<file path="config.mk">
export PLATFORM = sky130hd
export DESIGN_NAME = mul16_seq_ctrl
export DESIGN_NICKNAME = d
export VERILOG_FILES = /design/src/rtl/mul_pkg.sv /design/src/rtl/mul16_seq_ctrl_dadda_8.sv /design/src/rtl/mul16_seq_ctrl.sv
export SDC_FILE = /design/constraint.sdc
export NUM_CORES = 1
export LEC_CHECK = 0
export ABC_CLOCK_PERIOD_IN_PS = 7600
export CORE_MARGIN = 2
export CORE_UTILIZATION = 37
export DETAILED_ROUTE_END_ITERATION = 8
export PLACE_DENSITY = 0.66
export SLEW_MARGIN = 10
export SYNTH_ARGS = -nofsm -noshare
export SYNTH_HDL_FRONTEND = slang
export SYNTH_SLANG_ARGS = --single-unit
</file>
<file path="constraint.sdc">
create_clock -name clk -period 7.6 [get_ports clk]
set_input_delay 1.52 -clock clk [delete_from_list [all_inputs] [get_ports clk]]
set_output_delay 1.52 -clock clk [all_outputs]
set_load 0.01 [all_outputs]
</file>
<file path="src/rtl/mul_pkg.sv">
// Shared types and step tables for the 16x16 sequential multiplier.
package mul_pkg;

    typedef enum logic [1:0] {
        IDLE = 2'd0,
        MUL  = 2'd1,
        DONE = 2'd2
    } state_t;

    localparam int NUM_STEPS = 4;

    localparam logic [4:0] SHIFT_TBL [0:NUM_STEPS-1] = '{
        5'd0, 5'd8, 5'd8, 5'd16
    };

    // {a_hi, b_hi} byte selects per step
    localparam logic [1:0] SEL_TBL [0:NUM_STEPS-1] = '{
        2'b00, 2'b10, 2'b01, 2'b11
    };

endpackage

</file>
<file path="src/rtl/mul16_seq_ctrl_dadda_8.sv">
// 8x8 unsigned multiplier shared by the sequencer.
module dadda_8 (
    input  logic [7:0]  a,
    input  logic [7:0]  b,
    output logic [15:0] y
);

    assign y = 16'(a) * 16'(b);

endmodule

</file>
<file path="src/rtl/mul16_seq_ctrl.sv">
// 16x16 unsigned multiply built from four 8x8 products over four cycles.
module mul16_seq_ctrl
    import mul_pkg::*;
#(
    parameter int TAG_W = 4
) (
    input  logic             clk,
    input  logic             rst,
    input  logic             in_valid,
    output logic             in_ready,
    input  logic [15:0]      in_a,
    input  logic [15:0]      in_b,
    input  logic [TAG_W-1:0] in_tag,
    output logic             out_valid,
    input  logic             out_ready,
    output logic [31:0]      out_p,
    output logic [TAG_W-1:0] out_tag,
    output logic             busy
);

    state_t state;
    state_t state_nx;

    logic [15:0]      a_q;
    logic [15:0]      b_q;
    logic [TAG_W-1:0] tag_q;
    logic [31:0]      acc;
    logic [1:0]       step;
    logic [31:0]      p_q;
    logic [TAG_W-1:0] otag_q;

    logic             accept;
    logic             last_step;
    logic [1:0]       sel;
    logic [7:0]       op_a;
    logic [7:0]       op_b;
    logic [15:0]      prod;
    logic [31:0]      acc_nx;

    dadda_8 u_mul (
        .a (op_a),
        .b (op_b),
        .y (prod)
    );

    always_comb begin
        sel    = SEL_TBL[step];
        op_a   = sel[1] ? a_q[15:8] : a_q[7:0];
        op_b   = sel[0] ? b_q[15:8] : b_q[7:0];
        acc_nx = acc + (32'(prod) << SHIFT_TBL[step]);
    end

    assign in_ready  = (state == IDLE) ||
                       (state == DONE && out_ready);
    assign accept    = in_valid && in_ready;
    assign last_step = (step == 2'(NUM_STEPS - 1));
    assign out_valid = (state == DONE);
    assign busy      = (state != IDLE);
    assign out_p     = p_q;
    assign out_tag   = otag_q;

    always_ff @(posedge clk or posedge rst) begin
        if (rst) begin
            state <= IDLE;
        end else begin
            state <= state_nx;
        end
    end

    always_comb begin
        state_nx = state;
        unique case (state)
            IDLE: begin
                if (accept) state_nx = MUL;
            end
            MUL: begin
                if (last_step) state_nx = DONE;
            end
            DONE: begin
                if (out_ready) state_nx = accept ? MUL : IDLE;
            end
            default: state_nx = IDLE;
        endcase
    end

    always_ff @(posedge clk or posedge rst) begin
        if (rst) begin
            a_q    <= '0;
            b_q    <= '0;
            tag_q  <= '0;
            acc    <= '0;
            step   <= '0;
            p_q    <= '0;
            otag_q <= '0;
        end else if (accept) begin
            a_q   <= in_a;
            b_q   <= in_b;
            tag_q <= in_tag;
            acc   <= '0;
            step  <= '0;
        end else if (state == MUL) begin
            acc  <= acc_nx;
            step <= step + 2'd1;
            // result registers are loaded once so they stay put in DONE/IDLE
            if (last_step) begin
                p_q    <= acc_nx;
                otag_q <= tag_q;
            end
        end
    end

endmodule
</file>
==> run summary <==
largest net degree at the start of global routing - 68
most common cell after layout, fill and taps aside - nand2_1
1st-pass router iterations - 5
top sig layer - met4
CTS tree - built
most frequent cells in the layout - nand2_1, dfrtp_1, nor2_1
CP Class - register to register
Synth warnings - 0
synthesized cell area - 8310 µm²
Total GRT Usage - 17.8%
Synth cell types - 55
status - finished, final reports clean
Slew @ Worst Pin - 976 ps
RSZ-0062 raised after global routing - no
routed len/inst - 15.6 µm
final hold vios - 0
Clock transition at path regs - 80 ps
die area - 23700 µm²
asr flop ratio synth - 100%
met2 wire len - 9420 µm
starting DRC count in detailed routing - 542
CP endpoint kind - register
Final Slew Violations - 0
layout cells sized above 1 - 6.63%
synthesized area per cell - 8.39 µm²
Max Fanout on Critical Path - 10
fmax - 0.138 GHz
area grow syn2layout - 17.7%
prevailing post-synth register cell - dfrtp_1
antenna violations before repair - 0
Critical Path AT - 7470 ps
Tcrit/Tclk final - 95.0%
DP HPWL - 15700 µm
clk_skew - 10.5 ps
Port Buffers - 78
Post-route DRC - 0
met1 wire length - 10300 µm
routed vias - 7068
max cap viols - 0
total negative slack - 0 ps
Core Region - 22000 µm²
Startpoint Class - register
Final Setup Violations - 0
routed vias/inst - 5.29
Max clock buf depth - 2
Rows - 54
sequential area share after synthesis - 32.5%
TritonCTS Sinks - 108
nets@finish - 1197
placer congestion estimate - 0.923
antenna cells - 0
Setup Buffers After CTS - 0
clock root cell - clkbuf_16
max_slew headroom - 34.9%
htree depth - 3
Die H - 154 µm
syn_nets - 1135
Initial Util - 37.8%
post-route ant nets - 0
Die W - 154 µm
total gr overflow - 0
number of flops mapped to enable cells by yosys - 0
first-pass GRT wire length - 34300 µm
vias in the first global route - 6624
Hold Crit Class - register to register
min cycle time layout - 7220 ps
TritonCTS Buffers - 9
# IOs - 79
WL final - 20800 µm
Post-Synthesis Cells - 990
hold bufs inserted after CTS - 0
wire length on met3 - 790 µm
Req. time, crit path - 7850 ps
register bit total from synthesis - 108
latest clock arrival within the worst-skew pair - 370 ps
## through the flow
stage               cell area, µm²  worst slack [ps]  util (%)  std cells  hold slack [ps]
floorplan                     8310               650         -        990              439
global placement              9420               258      42.9       1321              454
detailed placement            9420              83.8      42.9       1321              455
CTS                           9710              73.8      44.2       1336              480
global route                  9770              32.5      44.5       1336              490
finish                        9770               377      44.5       1336              473
## worst max-delay path, stage by stage (launching register included)
cell and delay (ps):
dfrtp_2 550, mux2i_4 280, or2_2 340, fa_1 510
fa_1 540, inv_1 60, fa_1 520, inv_1 50
fa_1 530, inv_1 40, ha_1 340, nand3_1 90
o211ai_1 280, o2111a_1 280, nor2_1 60, xor2_1 160
mux2_2 300, nor2_1 110, ha_1 320, a21oi_2 240
o211ai_1 140, or3_1 360, nand3_1 210, a41oi_2 230
nor4b_1 210, or3_1 360
## cells by family after synthesis
group                      count (synthesis)  synth area share (%)
AOI/OAI and AO/OA                        202                  14.9
xor gates and xnor gates                  37                  3.90
adders and majority gates                105                  19.2
buffers and inverters                    116                  5.39
DFF                                      108                  32.5
muxes                                     23                  2.79
and+or+nand+nor                          399                  21.3
## routing by layer
metal | track usage, % | vias to the layer above
met5 | 0 | -
met4 | 5.16 | 0
met3 | 2.14 | 20
met2 | 27.3 | 163
met1 | 26.5 | 3404
li1 | - | 3481
## sequential cells by signal, summed over array words and instances, names as in the netlist
register / count
tag_q: 4
acc: 32
step: 2
b_q: 16
out_p: 32
out_tag: 4
a_q: 16
state: 2
## layout make-up
class / count / area, µm²
fillers: 2136 / 12200
multi-input cells: 766 / 5220
flip-flops and latches: 108 / 2710
repair buffers: 101 / 953
well taps: 280 / 350
inverters: 66 / 250
clock buffers: 11 / 243
clock inverters: 4 / 50.0
## synth_stat cells (3+ instances only)
| master | number | area share [%] |
|---|---|---|
| buf_1 | 6 | 0.27 |
| fa_1 | 37 | 8.9 |
| o2111ai_1 | 3 | 0.32 |
| or2_2 | 14 | 1.1 |
| o21bai_1 | 7 | 0.63 |
| nand4_1 | 15 | 1.1 |
| a31oi_1 | 8 | 0.60 |
| xnor2_1 | 26 | 2.7 |
| nand3_1 | 44 | 2.7 |
| clkbuf_1 | 39 | 1.8 |
| o21ai_0 | 79 | 4.8 |
| a22o_1 | 3 | 0.32 |
| o21ai_1 | 3 | 0.18 |
| inv_1 | 66 | 3.0 |
| nor2b_1 | 7 | 0.53 |
| nor4b_1 | 5 | 0.53 |
| buf_2 | 4 | 0.24 |
| a31o_2 | 4 | 0.42 |
| mux2i_1 | 22 | 2.7 |
| xor2_1 | 11 | 1.2 |
| nor3_1 | 11 | 0.66 |
| nand2b_1 | 3 | 0.23 |
| a21oi_1 | 44 | 2.7 |
| o211ai_1 | 7 | 0.63 |
| ha_1 | 68 | 10 |
| o21a_1 | 5 | 0.45 |
| or3_1 | 8 | 0.60 |
| and3_1 | 3 | 0.23 |
| o31ai_1 | 7 | 0.63 |
| nor2_1 | 87 | 3.9 |
| and2_1 | 9 | 0.68 |
| dfrtp_1 | 108 | 33 |
| a21o_1 | 17 | 1.5 |
| nand2_1 | 186 | 8.4 |
## final timing paths
path                                from    endpoint  slack (ps)  cells after the start
worst max-delay path             step[1]     acc[28]         380                     25
worst min-delay path            tag_q[0]  out_tag[0]         470                      2
worst max register to register   step[1]     acc[28]         380                     25
worst min register to register  tag_q[0]  out_tag[0]         470                      2
max in group asynchronous            rst     acc[27]        4800                      3
min in group asynchronous            rst  out_tag[2]        1580                      2
## timing repair
action	4_1_cts	5_1_grt
setup endpoints to repair	0	20
resized for setup	0	12
hold endpoints to repair	0	0
Power is left out: the tool's default activity adds up to more than one toggle a clock period on the data nets, which glitch-free logic cannot reach.
